**config.mk**
```make
export PLATFORM = sky130hd
export DESIGN_NAME = otp_read_sequencer_flat
export DESIGN_NICKNAME = d
export VERILOG_FILES = /design/src/rtl/otp_pkg.sv /design/src/rtl/otp_read_sequencer_if.sv /design/src/rtl/otp_wait_counter.sv /design/src/rtl/otp_read_sequencer.sv /design/src/flat_wrapper.sv
export SDC_FILE = /design/constraint.sdc
export NUM_CORES = 1
export LEC_CHECK = 0
export BUFFER_PORTS_ARGS = -buffer_cell sky130_fd_sc_hd__buf_2
export CORE_AREA = 2 2 70 72
export CTS_CLUSTER_DIAMETER = 60
export DETAILED_ROUTE_END_ITERATION = 8
export DIE_AREA = 0 0 72 74
export PLACE_DENSITY_LB_ADDON = 0.3
export SYNTH_ARGS = -nofsm -noshare
export SYNTH_HDL_FRONTEND = slang
export SYNTH_HIERARCHICAL = 1
export SYNTH_SLANG_ARGS = --single-unit
export TNS_END_PERCENT = 5
```
**constraint.sdc**
```tcl
create_clock -name clk -period 1.7 [get_ports clk]
set_input_delay 0.255 -clock clk [delete_from_list [all_inputs] [get_ports clk]]
set_output_delay 0.255 -clock clk [all_outputs]
set_load 0.01 [all_outputs]
```
**src/rtl/otp_pkg.sv**
```systemverilog
// Shared OTP array bias levels, mode codes and read-sequencer state encoding.
// Imported by both the programming FSM and the read sequencer.
package otp_pkg;

  localparam logic [1:0] PL_V_GND  = 2'b00;
  localparam logic [1:0] PL_V_MID  = 2'b01;
  localparam logic [1:0] PL_V_READ = 2'b10;
  localparam logic [1:0] PL_V_HIGH = 2'b11;

  localparam logic BL_V_GND   = 1'b0;
  localparam logic BL_V_HIGH  = 1'b1;
  localparam logic WLN_V_GND  = 1'b1;
  localparam logic WLN_V_MID  = 1'b0;
  localparam logic WLP_V_MID  = 1'b1;
  localparam logic WLP_V_HIGH = 1'b0;

  typedef enum logic [1:0] {
    OTP_MODE_IDLE = 2'd0,
    OTP_MODE_PROG = 2'd1,
    OTP_MODE_READ = 2'd2
  } otp_mode_e;

  typedef enum logic [2:0] {
    RD_IDLE,
    RD_PL_UP,
    RD_SETTLE,
    RD_ROW_ON,
    RD_SENSE,
    RD_SAMPLE,
    RD_PL_DOWN,
    RD_RESP
  } rd_state_e;

  function automatic int unsigned max_u(input int unsigned a, input int unsigned b);
    return (a > b) ? a : b;
  endfunction

endpackage

```
**src/rtl/otp_read_sequencer_if.sv**
```systemverilog
// Request/response channel of the OTP read sequencer.
// The column field is one bit wider than needed so out-of-range columns can be requested and rejected.
interface otp_read_sequencer_if #(
  parameter int unsigned A = 8,
  parameter int unsigned B = 8
) ();
  localparam int unsigned CW = $clog2(B) + 1;

  logic          req_valid;
  logic          req_ready;
  logic [CW-1:0] column;
  logic          rsp_valid;
  logic          rsp_ready;
  logic [A-1:0]  data_out;
  logic          rsp_err;

  modport master (
    output req_valid, column, rsp_ready,
    input  req_ready, rsp_valid, data_out, rsp_err
  );

  modport slave (
    input  req_valid, column, rsp_ready,
    output req_ready, rsp_valid, data_out, rsp_err
  );
endinterface

```
**src/rtl/otp_wait_counter.sv**
```systemverilog
// Load-and-count-down delay counter; done_c is high in the last cycle of a loaded wait.
module otp_wait_counter #(
  parameter int unsigned W = 2
) (
  input  logic         clk,
  input  logic         reset,
  input  logic         load,
  input  logic [W-1:0] load_val,
  output logic         done_c
);

  logic [W-1:0] cnt_q, cnt_d;

  always_comb begin
    cnt_d = cnt_q;
    if (load) begin
      cnt_d = load_val;
    end else if (cnt_q != '0) begin
      cnt_d = cnt_q - W'(1);
    end
  end

  always_ff @(posedge clk) begin
    if (!reset) begin
      cnt_q <= '0;
    end else begin
      cnt_q <= cnt_d;
    end
  end

  assign done_c = (cnt_q == W'(1));

endmodule

```
**src/rtl/otp_read_sequencer.sv**
```systemverilog
// Reads one OTP column: raises the column PL to read level, opens each row's WLN in turn,
// captures the sense-amp bit per row and returns the word on a valid/ready response.
module otp_read_sequencer
  import otp_pkg::*;
#(
  parameter int unsigned A             = 8,
  parameter int unsigned B             = 8,
  parameter int unsigned SETTLE_CYCLES = 2,
  parameter int unsigned SENSE_CYCLES  = 1
) (
  input  logic                 clk,
  input  logic                 reset,
  otp_read_sequencer_if.slave  bus,
  input  logic [B-1:0]         sense_in,
  output logic [2*B-1:0]       PL,
  output logic [B-1:0]         BL,
  output logic [A-1:0]         WLN,
  output logic [A-1:0]         WLP,
  output logic                 read_active
);

  localparam int unsigned CW   = $clog2(B) + 1;
  localparam int unsigned RW   = $clog2(A) + 1;
  localparam int unsigned CNTW = $clog2(max_u(SETTLE_CYCLES, SENSE_CYCLES) + 1);

  rd_state_e      state_q, state_d;
  logic [RW-1:0]  row_q, row_d;
  logic [CW-1:0]  col_q, col_d;
  logic [2*B-1:0] pl_q, pl_d;
  logic [A-1:0]   wln_q, wln_d;
  logic           ra_q, ra_d;
  logic [A-1:0]   data_q, data_d;
  logic           err_q, err_d;
  logic           rsp_valid_q, rsp_valid_d;
  logic           req_ready_q, req_ready_d;

  logic            cnt_load_c;
  logic [CNTW-1:0] cnt_val_c;
  logic            cnt_done_c;
  logic            sense_bit_c;

  otp_wait_counter #(.W(CNTW)) u_wait (
    .clk      (clk),
    .reset    (reset),
    .load     (cnt_load_c),
    .load_val (cnt_val_c),
    .done_c   (cnt_done_c)
  );

  // Sense-amp output of the captured column.
  always_comb begin
    sense_bit_c = 1'b0;
    for (int unsigned c = 0; c < B; c++) begin
      if (col_q == CW'(c)) sense_bit_c = sense_in[c];
    end
  end

  always_comb begin
    state_d    = state_q;
    row_d      = row_q;
    col_d      = col_q;
    pl_d       = pl_q;
    wln_d      = wln_q;
    ra_d       = ra_q;
    data_d     = data_q;
    err_d      = err_q;
    cnt_load_c = 1'b0;
    cnt_val_c  = '0;

    case (state_q)
      RD_IDLE: begin
        if (bus.req_valid) begin
          col_d = bus.column;
          if (bus.column >= CW'(B)) begin
            data_d  = '0;
            err_d   = 1'b1;
            state_d = RD_RESP;
          end else begin
            err_d   = 1'b0;
            row_d   = '0;
            state_d = RD_PL_UP;
          end
        end
      end
      RD_PL_UP: begin
        for (int unsigned c = 0; c < B; c++) begin
          if (col_q == CW'(c)) pl_d[2*c +: 2] = PL_V_READ;
        end
        ra_d       = 1'b1;
        cnt_load_c = 1'b1;
        cnt_val_c  = CNTW'(SETTLE_CYCLES);
        state_d    = RD_SETTLE;
      end
      RD_SETTLE: begin
        if (cnt_done_c) state_d = RD_ROW_ON;
      end
      RD_ROW_ON: begin
        for (int unsigned r = 0; r < A; r++) begin
          if (row_q == RW'(r)) wln_d[r] = WLN_V_MID;
        end
        cnt_load_c = 1'b1;
        cnt_val_c  = CNTW'(SENSE_CYCLES);
        state_d    = RD_SENSE;
      end
      RD_SENSE: begin
        if (cnt_done_c) state_d = RD_SAMPLE;
      end
      RD_SAMPLE: begin
        for (int unsigned r = 0; r < A; r++) begin
          if (row_q == RW'(r)) begin
            data_d[r] = sense_bit_c;
            wln_d[r]  = WLN_V_GND;
          end
        end
        if (row_q == RW'(A - 1)) begin
          state_d = RD_PL_DOWN;
        end else begin
          row_d   = row_q + RW'(1);
          state_d = RD_ROW_ON;
        end
      end
      RD_PL_DOWN: begin
        pl_d    = {B{PL_V_GND}};
        ra_d    = 1'b0;
        state_d = RD_RESP;
      end
      RD_RESP: begin
        if (bus.rsp_ready) state_d = RD_IDLE;
      end
      default: state_d = RD_IDLE;
    endcase

    req_ready_d = (state_d == RD_IDLE);
    rsp_valid_d = (state_d == RD_RESP);
  end

  always_ff @(posedge clk) begin
    if (!reset) begin
      state_q     <= RD_IDLE;
      row_q       <= '0;
      col_q       <= '0;
      pl_q        <= {B{PL_V_GND}};
      wln_q       <= {A{WLN_V_GND}};
      ra_q        <= 1'b0;
      data_q      <= '0;
      err_q       <= 1'b0;
      rsp_valid_q <= 1'b0;
      req_ready_q <= 1'b1;
    end else begin
      state_q     <= state_d;
      row_q       <= row_d;
      col_q       <= col_d;
      pl_q        <= pl_d;
      wln_q       <= wln_d;
      ra_q        <= ra_d;
      data_q      <= data_d;
      err_q       <= err_d;
      rsp_valid_q <= rsp_valid_d;
      req_ready_q <= req_ready_d;
    end
  end

  assign PL            = pl_q;
  assign BL            = {B{BL_V_GND}};
  assign WLN           = wln_q;
  assign WLP           = {A{WLP_V_MID}};
  assign read_active   = ra_q;
  assign bus.req_ready = req_ready_q;
  assign bus.rsp_valid = rsp_valid_q;
  assign bus.data_out  = data_q;
  assign bus.rsp_err   = err_q;

  // Array bias safety: decoded views of the pin state for the invariants below.
  logic [B-1:0] pl_read_c, pl_bad_c;
  logic [A-1:0] wln_mid_c;

  always_comb begin
    pl_read_c = '0;
    pl_bad_c  = '0;
    for (int unsigned c = 0; c < B; c++) begin
      pl_read_c[c] = (pl_q[2*c +: 2] == PL_V_READ);
      pl_bad_c[c]  = (pl_q[2*c +: 2] == PL_V_MID) || (pl_q[2*c +: 2] == PL_V_HIGH);
    end
    wln_mid_c = ~(wln_q ^ {A{WLN_V_MID}});
  end

  a_wln_onehot: assert property (@(posedge clk) disable iff (!reset) $onehot0(wln_mid_c));
  a_wln_bias:   assert property (@(posedge clk) disable iff (!reset)
                                 (|wln_mid_c) |-> (ra_q && (|pl_read_c)));
  a_pl_levels:  assert property (@(posedge clk) disable iff (!reset)
                                 (pl_bad_c == '0) && $onehot0(pl_read_c));
  a_static:     assert property (@(posedge clk) disable iff (!reset)
                                 (BL == {B{BL_V_GND}}) && (WLP == {A{WLP_V_MID}}));

endmodule
```
**src/flat_wrapper.sv**
```systemverilog
// flat-port wrapper written by rule: the top's interface ports become plain ports
module otp_read_sequencer_flat import otp_pkg::*;
#(
  parameter int unsigned A             = 8,
  parameter int unsigned B             = 8,
  parameter int unsigned SETTLE_CYCLES = 2,
  parameter int unsigned SENSE_CYCLES  = 1
)
  (clk, reset, sense_in, PL, BL, WLN, WLP, read_active, bus_req_valid, bus_column, bus_rsp_ready, bus_req_ready, bus_rsp_valid, bus_data_out, bus_rsp_err);
  otp_read_sequencer_if #(.A(A), .B(B)) bus_i ();
  input  logic clk;
  input  logic reset;
  input  logic [B-1:0] sense_in;
  output logic [2*B-1:0] PL;
  output logic [B-1:0] BL;
  output logic [A-1:0] WLN;
  output logic [A-1:0] WLP;
  output logic read_active;
  input wire logic [$bits(bus_i.req_valid)-1:0] bus_req_valid;
  input wire logic [$bits(bus_i.column)-1:0] bus_column;
  input wire logic [$bits(bus_i.rsp_ready)-1:0] bus_rsp_ready;
  output wire logic [$bits(bus_i.req_ready)-1:0] bus_req_ready;
  output wire logic [$bits(bus_i.rsp_valid)-1:0] bus_rsp_valid;
  output wire logic [$bits(bus_i.data_out)-1:0] bus_data_out;
  output wire logic [$bits(bus_i.rsp_err)-1:0] bus_rsp_err;
  assign bus_i.req_valid = bus_req_valid;
  assign bus_i.column = bus_column;
  assign bus_i.rsp_ready = bus_rsp_ready;
  assign bus_req_ready = bus_i.req_ready;
  assign bus_rsp_valid = bus_i.rsp_valid;
  assign bus_data_out = bus_i.data_out;
  assign bus_rsp_err = bus_i.rsp_err;
  otp_read_sequencer #(.A(A), .B(B), .SETTLE_CYCLES(SETTLE_CYCLES), .SENSE_CYCLES(SENSE_CYCLES)) u_core (.clk(clk), .reset(reset), .bus(bus_i), .sense_in(sense_in), .PL(PL), .BL(BL), .WLN(WLN), .WLP(WLP), .read_active(read_active));
endmodule
```
Word-level counts from Yosys, hierarchy flattened
Cells that the tools add are included.

Bits in registers: 49. Input bits: 16. Output and inout bits: 52. Word-level logic and storage cells: 184.

Add/subtract/negate cells: 2. $lt $le $gt $ge: 1. Equal/unequal tests: 51. Mux-type cells: 62. Reductions and logical operators: 36.

Operator list (count): 2-bit by 1-bit inequality test with 1-bit output, second input constant (25); 4-bit AND reduction (9); 1-bit two-way mux (34); 4-bit by 3-bit == test with 1-bit output, second input constant (8); 16-bit one-hot mux with 2 select lines (1); 8-bit one-hot mux with 2 select lines (2); 3-bit one-hot mux with 8 select lines (1); 3-bit AND reduction (8); 2-bit two-way mux (10); 3-bit two-way mux (6); 2-bit AND reduction (9); 4-bit by 2-bit == test with 1-bit output, second input constant (4); 8-bit two-way mux (2); 3-bit == test, second input constant (5); 4-bit two-way mux (3); 2-bit nonzero test (5); 4-bit by 1-bit == test with 1-bit output, second input constant (2); 4-bit logical NOT (2); 4-bit one-hot mux with 2 select lines (1); 3-bit by 2-bit == test with 1-bit output, second input constant (2); 3-bit logical NOT (2); 2-bit inequality test, second input constant (3); 4-bit by 1-bit adder with 4-bit output, second input constant (1); 4-bit greater-or-equal comparator, second input constant (1); other kinds (6) (6).

Longest topological paths before layout
Gate-level depths: netlist (run 1).

Depth after elaboration: 11. Mapped depth: 6. Depth with buffers taken out: 6.

Hierarchy
Netlist (run 1), hierarchy kept.

By module, submodules not included: otp_read_sequencer (instances 1, cells each 229, area each 2093.3 um^2, sequential area each 780.7 um^2); otp_wait_counter (instances 1, cells each 14, area each 128.9 um^2, sequential area each 40.0 um^2).

Worst setup path after synthesis (run 1)
OpenSTA, ideal clock, no wires.

Path kind: register to register. Start: reg u_core.row_q[0]. End: reg u_core.req_ready_q (netlist: u_core/bus.req_ready). Setup time: 0.087 ns. Data arrival time: 1.239 ns. Data required time: 1.613 ns. Path slack: 0.374 ns. Cell stages (with the launch flop): 6. Buffers on the path: 0. Period minus slack after synthesis: 1.326 ns. Cells stage by stage: dfxtp_1 > ha_1 > nand3b_1 > nand2_1 > o2111ai_1 > o31ai_1.

Longest elaborated chain between the ends: 4.

RTL lines: start, declared (RTL line otp_read_sequencer.sv:27) `logic [RW-1:0] row_q, row_d;`; start signal, assigned (RTL line otp_read_sequencer.sv:151) `row_q <= row_d;`; 4-bit by 3-bit == test with 1-bit output (RTL line otp_read_sequencer.sv:115) `if (row_q == RW'(A - 1)) begin`; 3-bit two-way mux (RTL line otp_read_sequencer.sv:115); 3-bit one-hot mux with 8 select lines (RTL line otp_read_sequencer.sv:70) `case (state_q)`; 3-bit logical NOT (RTL line otp_read_sequencer.sv:133) `req_ready_d = (state_d == RD_IDLE);`; end signal, assigned (RTL line otp_read_sequencer.sv:159) `req_ready_q <= req_ready_d;`; end, declared (RTL line otp_read_sequencer.sv:35) `logic req_ready_q, req_ready_d;`.

No other way between the ends. A chain may end at the register's enable or synchronous reset.

Worst setup path after layout (run 1)
Ends and elaborated chain as after synthesis.

==> results of run 1 <==
-- cell usage after synthesis, types with 6 or more instances --
master / number / area (µm²)
buf_4: 28 / 210
o31ai_1: 6 / 45.0
o211ai_1: 7 / 52.6
a21boi_0: 6 / 45.0
nand3_1: 18 / 90.1
o21ai_0: 12 / 60.1
dfxtp_1: 41 / 821
nand2_1: 25 / 93.8
inv_1: 7 / 26.3
nor2_1: 6 / 22.5
ha_1: 6 / 75.1
-- per-layer routing --
layer,vias to the layer above,track usage (%),routed length (µm)
li1,926,-,-
met1,849,24.1,2200
met2,77,28.5,2040
met3,8,3.52,314
met4,0,7.97,80
met5,-,0,0
-- worst max path at each step --
stage / end / slack (ps) / from / cells after the start
global route: u_core/bus.req_ready / 20 / u_core/row_q[0] / 5
floorplan: u_core/bus.req_ready / 370 / u_core/row_q[0] / 5
global placement: u_core/bus.req_ready / 80 / u_core/row_q[0] / 5
detailed placement: u_core/bus.req_ready / 6 / u_core/row_q[0] / 5
CTS: u_core/bus.req_ready / 110 / u_core/row_q[0] / 5
finish: u_core/bus.req_ready / 150 / u_core/row_q[0] / 5
-- worst max-delay path: cells and delay by family, from the launching register on --
family                     cells  cell delay, ps
and+or+nand+nor                2             270
AOI/OAI and AO/OA              2             480
DFF                            1             440
adders and majority gates      1             260
-- logic make-up (layout without fill, tap and decap cells) --
| group | Yosys count | after routing |
|---|---|---|
| DFF | 41 | 41 |
| and+or+nand+nor | 79 | 79 |
| other | 2 | 24 |
| AOI/OAI and AO/OA | 66 | 66 |
| xor gates and xnor gates | 3 | 3 |
| adders and majority gates | 6 | 6 |
| muxes | 1 | 1 |
| buffers and inverters | 45 | 70 |
-- per-stage QoR --
step | hold slack, ps | area [µm²] | util (%) | power, W | std cells
global placement | 434 | 2420 | 52.7 | 0.00205 | 337
CTS | 219 | 2500 | 54.4 | 0.00264 | 344
finish | 218 | 2510 | 54.5 | 0.00263 | 344
floorplan | 400 | 2300 | - | 0.00186 | 265
global route | 239 | 2510 | 54.5 | 0.00280 | 344
detailed placement | 438 | 2420 | 52.7 | 0.00206 | 337
-- sequential cells by signal, summed over array words and instances, names as in the netlist --
register,cells
u_core/PL,8
u_core/row_q,4
u_core/col_q,4
u_core/bus.rsp_err,1
u_core/bus.rsp_valid,1
u_core/WLN,8
u_core/u_wait/cnt_q,2
u_core/bus.data_out,8
u_core/state_q,3
u_core/bus.req_ready,1
u_core/read_active,1
-- cell type report --
| cell class | instances | area (µm²) |
|---|---|---|
| fill | 437 | 2090 |
| multi-input combinational | 179 | 1200 |
| sequential | 41 | 821 |
| timing repair buffer | 56 | 313 |
| clock buffer | 5 | 68.8 |
| tap | 54 | 67.6 |
| inverter | 8 | 30.0 |
| clock inverter | 1 | 5.00 |
-- timing repair --
action,CTS,global route
setup endpoints to repair,1,2
resized for setup,0,2
buffers inserted,1,0
gates cloned,0,0
-- where the power goes --
| part | total (W) | internal, W | leakage (nW) | switching (W) |
|---|---|---|---|---|
| clock | 0.000584 | 0.000270 | 0.0399 | 0.000313 |
| sequential | 0.00117 | 0.00106 | 0.333 | 0.000111 |
| combinational | 0.000873 | 0.000369 | 0.683 | 0.000503 |
| total | 0.00263 | 0.00170 | 1.06 | 0.000928 |
-- cells in the final DEF (no fill, tap or decap), types with 5 or more instances in the layout --
| cell | count |
|---|---|
| o211ai_1 | 7 |
| buf_4 | 13 |
| conb_1 | 24 |
| dfxtp_1 | 41 |
| nand3_1 | 18 |
| ha_1 | 5 |
| inv_1 | 7 |
| nor2_1 | 6 |
| o31ai_1 | 6 |
| nand2_1 | 25 |
| clkbuf_8 | 5 |
| a32oi_1 | 5 |
| nand2b_1 | 5 |
| o21ai_0 | 12 |
| o41ai_1 | 5 |
| buf_2 | 43 |
| a21boi_0 | 6 |
==> results.yml, run 1 <==
drt:
  drc_errors: 0
  drtIter0Drc: 124
  drtAntennaViolNets: 0
  vias: 1860
  wl_per_cell_um: 13.5
  drt_first_pass_iters: 4
  via_per_inst: 5.41
  wirelength_mm: 4.64
sta:
  setup_ws_ps: 150
  post-route-period-util_pct: 91.2
  rsz0062_at_grt: "false"
  setup_tns_ps: 0
  fmax_ghz: 0.645
  setup_viol: 0
  skew_ps: 7.71
  slew_violations: 0
  finalHoldViolations: 0
  finalCriticalPeriod_ps: 1550
grt:
  grt-ovfl-total: 0
  antenna_found_initial: 0
  grt_max_degree: 33
  grt_pass1_vias: 1654
  grtUsageTotal_pct: 18.0
  grt_pass1_wl_mm: 7.51
setup_path:
  cp_slowest_cell: "dfxtp_1"
  slowest_delay_ps: 440
  start_kind: "register"
  path_max_fanout: 6
  crit_chain: "ha_2, nand3b_1, nand2_1, o2111ai_1, o31ai_1"
  reg2reg_to: "u_core/bus.req_ready"
  end_kind: "register"
  r2r_start: "u_core/row_q[0]"
  r2r_cells: 5
  required_ps: 1890
  arrival_ps: 1740
  rrSetupSlack_ps: 150
  crit_type: "register to register"
synth:
  synthCells: 243
  synth-async-reset-ratio_pct: 0
  yosys-mux-area-fraction_pct: 0.450
  synthXorXnorAreaFrac_pct: 1.18
  syn-mean-instance-area_um2: 9.14
  ys_seq_area_share_pct: 36.9
  ys_seq_elements: 41
  synth_area_mm2: 0.00222
  ys_types: 49
  ys_warn_count: 6
  synth_compound_area_share_pct: 24.7
  synth-main-ff-cell: "dfxtp_1"
  synth_edf_count: 0
  synthSimpleGateAreaFrac_pct: 20.2
  synthAdderAreaFrac_pct: 3.38
  synth_top_family_by_area: "compound AO/OA/AOI/OAI gates"
layout:
  drive_above_1_share_pct: 26.9
  antenna_cells: 0
  nets: 313
  area_delta_synth_final_pct: 12.8
worst_hold_path:
  whs_endpoint: "u_core/col_q[2]"
  hold_path_startpoint: "bus_column[2]"
  whs_path_depth: 3
  hp-class: "primary input to register"
placed_design:
  post-dp-hpwl_mm: 3.39
  place_ws_ps: 5.76
  routabilityCongestion: 0.785
  port-buffer-count: 43
clocking:
  clockBufferDepth: 2
  ctsHoldBuffers: 0
  cts_root_buffer: "clkbuf_8"
  cts_sinks: 41
  cts.clk_slew.worst_paths_ps: 80
  numCtsBuffers: 5
  htree_levels: 2
  cts_tree: "yes"
  clk_latency_ps: 290
floorplanning:
  row_count: 25
  die_y_um: 74
  die_area_mm2: 0.00533
  die_width_um: 72
  io_pins: 68
  design.core.area_mm2: 0.00460
  initial_core_util_pct: 48.3
power:
  ir_drop_v: 0.000385
  power.leakage_nw: 1.06
  power_density_mw_per_mm2: 1050
flow_run:
  max-cap-violations: 0
status:
  outcome: "completed"
Note: power is estimated with default switching activity, not from simulation.
==> run 2: changes to the inputs <==
--- a/config.mk
+++ b/config.mk
@@ -10,7 +10,7 @@
 export CTS_CLUSTER_DIAMETER = 60
 export DETAILED_ROUTE_END_ITERATION = 8
 export DIE_AREA = 0 0 72 74
-export PLACE_DENSITY_LB_ADDON = 0.3
+export PLACE_DENSITY = 0.76
 export SYNTH_ARGS = -nofsm -noshare
 export SYNTH_HDL_FRONTEND = slang
 export SYNTH_HIERARCHICAL = 1
==> run 2 against run 1 <==
Sequential power about the same. Register-to-register slack got worse by 100 ps. Setup slack got worse by 100 ps. Die area unchanged. Sequential share of layout area about the same. Critical path depth unchanged. Hold slack got worse by 4.5 ps. Routed wire length decreased by 1.6%. Total power increased by 0.85%. Largest power group unchanged.
==> results.yml, run 2 (same netlist as run 1, synthesis figures left out) <==
clocking:
  cts_sinks: 41
  cts_tree: "yes"
  cts.clk_slew.worst_paths_ps: 70
  post_cts_buffers: 0
  cts_root_buffer: "clkbuf_8"
  clk_latency_ps: 290
  ctsHoldBuffers: 0
  htree_levels: 2
  clockBufferDepth: 2
  numCtsBuffers: 5
setup_path:
  path_max_fanout: 10
  crit_type: "register to register"
  arrival_ps: 1840
  r2r_start: "u_core/state_q[2]"
  reg2reg_to: "u_core/row_q[0]"
  required_ps: 1890
  end_kind: "register"
  rrSetupSlack_ps: 50
  worstSetupStartpoint: "u_core/state_q[2]"
  r2r_cells: 5
  start_kind: "register"
power:
  clock_power_share_pct: 23.5
  swShare_pct: 34.7
  power_frac_comb_pct: 32.1
  p_seq_share_pct: 44.5
  ir_drop_v: 0.000631
  power_density_mw_per_mm2: 1050
  power_switching_w: 0.000920
  internal_power_w: 0.00173
  power.leakage_nw: 1.05
sta:
  rsz0062_at_grt: "false"
  post-route-period-util_pct: 97.0
  setup_viol: 0
  skew_ps: 6.91
  finalCriticalPeriod_ps: 1650
  fmax_ghz: 0.606
  slew_violations: 0
  setup_tns_ps: 0
  finalHoldViolations: 0
grt:
  grt_pass1_wl_mm: 7.50
  grtUsageTotal_pct: 18.1
  grt_max_degree: 20
  antenna_found_initial: 0
  grt_pass1_vias: 1624
  grt-ovfl-total: 0
drt:
  vias: 1826
  drc_errors: 0
  drtAntennaViolNets: 0
  drtIter0Drc: 141
  wl_per_cell_um: 13.3
  wirelength_mm: 4.57
  via_per_inst: 5.32
  drt_first_pass_iters: 4
floorplanning:
  die_y_um: 74
  die_width_um: 72
  design.core.area_mm2: 0.00460
  io_pins: 68
  die_area_mm2: 0.00533
  row_count: 25
  initial_core_util_pct: 48.3
placed_design:
  dp_cells: 336
  post-dp-hpwl_mm: 3.46
  port-buffer-count: 43
  routabilityCongestion: 0.832
layout:
  nets: 311
  antenna_cells: 0
  final_cell_mix: "buf_2 (43), dfxtp_1 (40), nand2_1 (24), conb_1 (24), nand3_1 (18)"
  mostFrequentLayoutCell: "buf_2"
  drive_above_1_share_pct: 27.3
  final_core_util_pct: 54.7
  fin_cells: 343
  filler_cell_count: 429
  area_delta_synth_final_pct: 13.1
flow_run:
  max-cap-violations: 0
worst_hold_path:
  whs_path_depth: 3
  whs_endpoint: "u_core/col_q[1]"
  hold_path_startpoint: "bus_column[1]"
  hp-class: "primary input to register"
status:
  outcome: "completed"
[run 2: changes by cell type in the layout (fill, tap and decap cells not counted)]
| cell | delta |
|---|---|
| buf_4 | -2 |
| clkbuf_1 | +1 |
| clkbuf_8 | +1 |
| clkinv_2 | -1 |
| dfxtp_1 | -1 |
| dfxtp_2 | +1 |
| nand2_1 | -1 |
| nand2_2 | +1 |
| nor4bb_1 | -1 |
| nor4bb_2 | +1 |
[run 2: worst max-delay path, cell delays in order (launching register included)]
cell,delay (ps)
dfxtp_1,390
buf_4,190
nor4b_2,410
nand2b_1,180
and3_1,210
o21a_1,170
[run 2: metrics by stage]
step	instance area [µm²]	total power (W)	hold slack (ps)	worst slack, ps
final	2510	0.00265	214	50.6
after detailed placement	2410	0.00204	436	71.9
after global routing	2510	0.00284	219	22.2
after CTS	2500	0.00267	213	33.9
after global placement	2410	0.00201	436	95.9
after floorplan	2300	0.00186	400	374
[run 2: per-layer routing]
| layer | global-route usage [%] | share of wire, % |
|---|---|---|
| met1 | 24.2 | 46 |
| met2 | 28.4 | 46 |
| met3 | 4.47 | 6.2 |
| met4 | 6.71 | 1.1 |
| met5 | 0 | 0 |
[run 2: cell type report]
cell class / instances / area (µm²) / area share [%]
well taps: 54 / 67.6 / 2.69
repair buffers: 54 / 298 / 11.8
inverters: 8 / 30.0 / 1.19
flip-flops and latches: 41 / 822 / 32.7
multi-input cells: 179 / 1210 / 48.1
clock buffers: 7 / 86.3 / 3.43
[run 2: worst max path at each step]
stage,endpoint,slack (ps),depth (start not counted)
floorplan,u_core/bus.req_ready,370,5
global placement,u_core/bus.req_ready,100,5
detailed placement,u_core/bus.req_ready,70,5
CTS,u_core/bus.req_ready,30,5
global route,u_core/row_q[0],20,5
finish,u_core/row_q[0],50,5
[run 2: power groups by stage]
stage               Combinational, W  Clock, W  Sequential [W]
finish                      0.000850  0.000623         0.00118
global route                0.000944  0.000696         0.00120
CTS                         0.000846  0.000646         0.00117
detailed placement          0.000844         0         0.00119
global placement            0.000824         0         0.00119
floorplan                   0.000708         0         0.00116
[run 2: what timing repair did]
item	in CTS	in global routing
gates resized for setup	0	5
setup endpoints to repair	0	6
endpoints found under the hold margin	0	0
==> run 3: changes to the inputs <==
--- a/config.mk
+++ b/config.mk
@@ -6,11 +6,11 @@
 export NUM_CORES = 1
 export LEC_CHECK = 0
 export BUFFER_PORTS_ARGS = -buffer_cell sky130_fd_sc_hd__buf_2
-export CORE_AREA = 2 2 70 72
+export CORE_AREA = 2 2 78 80
 export CTS_CLUSTER_DIAMETER = 60
 export DETAILED_ROUTE_END_ITERATION = 8
-export DIE_AREA = 0 0 72 74
-export PLACE_DENSITY = 0.76
+export DIE_AREA = 0 0 80 82
+export SKIP_LAST_GASP = 1
 export SYNTH_ARGS = -nofsm -noshare
 export SYNTH_HDL_FRONTEND = slang
 export SYNTH_HIERARCHICAL = 1
==> run 3 against run 2 <==
Clock skew is 4.7 ps lower. Highest routed layer unchanged. Count of clock-buffer cells in the layout did not move. Non-clock buffer count grew 3. Die area grew 23%. Sequential share of layout area is 0.59 points lower. Global-route usage is 2.8 points lower. Clock power grew 3.4%. Critical path depth stayed put.
==> results.yml, run 3 (same netlist as run 1, synthesis figures left out) <==
drt:
  vias: 1852
  wirelength_mm: 4.87
  drc_errors: 0
  drtIter0Drc: 126
  wl_per_cell_um: 13.3
  via_per_inst: 5.05
  drt_first_pass_iters: 4
  drtAntennaViolNets: 0
power:
  power_density_mw_per_mm2: 1050
  ir_drop_v: 0.000432
  power.leakage_nw: 1.07
grt:
  grtUsageTotal_pct: 15.3
  antenna_found_initial: 0
  grt-ovfl-total: 0
  grt_pass1_wl_mm: 7.74
  grt_pass1_vias: 1615
  grt_max_degree: 20
clocking:
  ctsHoldBuffers: 0
  cts_sinks: 41
  cts_tree: "yes"
  clk_latency_ps: 290
  cts_resized: 0
  cts_root_buffer: "clkbuf_8"
  clockBufferDepth: 2
  numCtsBuffers: 5
  post_cts_buffers: 0
  cts.clk_slew.worst_paths_ps: 70
  htree_levels: 2
sta:
  post-route-period-util_pct: 92.1
  skew_ps: 2.22
  finalHoldViolations: 0
  setup_tns_ps: 0
  fmax_ghz: 0.638
  setup_viol: 0
  slew_violations: 0
  finalCriticalPeriod_ps: 1570
setup_path:
  rrSetupSlack_ps: 130
  arrival_ps: 1780
  path_max_fanout: 11
  crit_type: "register to register"
  required_ps: 1910
  start_kind: "register"
  r2r_start: "u_core/state_q[2]"
  end_kind: "register"
  r2r_cells: 5
  reg2reg_to: "u_core/bus.data_out[7]"
flow_run:
  max-cap-violations: 0
floorplanning:
  die_area_mm2: 0.00656
  initial_core_util_pct: 38.7
  row_count: 28
  design.core.area_mm2: 0.00575
  die_y_um: 82
  die_width_um: 80
  io_pins: 68
layout:
  final_cell_mix: "buf_2 (43), dfxtp_1 (41), nand2_1 (25)"
  nets: 314
  final_core_util_pct: 44.5
  area_delta_synth_final_pct: 15.0
  filler_cell_count: 592
  mostFrequentLayoutCell: "buf_2"
  antenna_cells: 0
  drive_above_1_share_pct: 27.1
worst_hold_path:
  hold_path_startpoint: "bus_column[0]"
  hp-class: "primary input to register"
  whs_path_depth: 3
  whs_endpoint: "u_core/col_q[0]"
placed_design:
  post-dp-hpwl_mm: 3.56
  port-buffer-count: 43
  routabilityCongestion: 0.764
status:
  outcome: "completed"
run 3: cell count changes in the layout (fill, tap and decap cells not counted), sizes merged:
cell / before / now
buf: 54 / 57
run 3: routing by layer:
| metal | GRT usage [%] | share of wire [%] | vias up |
|---|---|---|---|
| li1 | - | - | 931 |
| met1 | 20.6 | 47 | 844 |
| met2 | 23.1 | 44 | 71 |
| met3 | 4.18 | 7.6 | 6 |
| met4 | 6.10 | 1.7 | 0 |
| met5 | 0 | 0 | - |
run 3: worst max-delay path, stage by stage (launching register included):
cell	delay [ps]
dfxtp_1	420
nor4bb_2	370
buf_4	240
nand2_2	100
a21o_1	200
o31ai_2	160
run 3: worst max path at each step:
stage	cells after the start	start	to	slack [ps]
after floorplan	5	u_core/row_q[0]	u_core/bus.req_ready	370
after global placement	4	u_core/state_q[2]	u_core/row_q[0]	120
after detailed placement	4	u_core/state_q[2]	u_core/row_q[0]	60
after CTS	4	u_core/state_q[2]	u_core/row_q[0]	60
after global routing	5	u_core/state_q[2]	u_core/bus.data_out[7]	-10
final	5	u_core/state_q[2]	u_core/bus.data_out[7]	130
run 3: power breakdown:
| part | internal, W | switching [W] | leakage (nW) |
|---|---|---|---|
| clock network | 0.000322 | 0.000322 | 0.0443 |
| logic | 0.000356 | 0.000499 | 0.693 |
| registers | 0.00106 | 0.000116 | 0.333 |
| total | 0.00174 | 0.000937 | 1.07 |
run 3: area by class of cell:
class / count / area, µm² / area share, %
flip-flops and latches: 41 / 821 / 32.1
inverters: 8 / 30.0 / 1.17
well taps: 75 / 93.8 / 3.67
clock buffers: 7 / 86.3 / 3.38
repair buffers: 57 / 320 / 12.5
multi-input cells: 179 / 1200 / 47.1
run 3: through the flow:
| stage | area (µm²) | power, W | cells | hold WS (ps) | setup WS (ps) |
|---|---|---|---|---|---|
| 4_1_cts | 2550 | 0.00271 | 367 | 192 | 57.8 |
| 3_3_place_gp | 2460 | 0.00204 | 360 | 434 | 124 |
| 5_1_grt | 2560 | 0.00287 | 367 | 197 | -13.7 |
| 6_report | 2560 | 0.00268 | 367 | 205 | 134 |
| 2_1_floorplan | 2300 | 0.00186 | 265 | 400 | 374 |
| 3_5_place_dp | 2460 | 0.00205 | 360 | 439 | 58.2 |
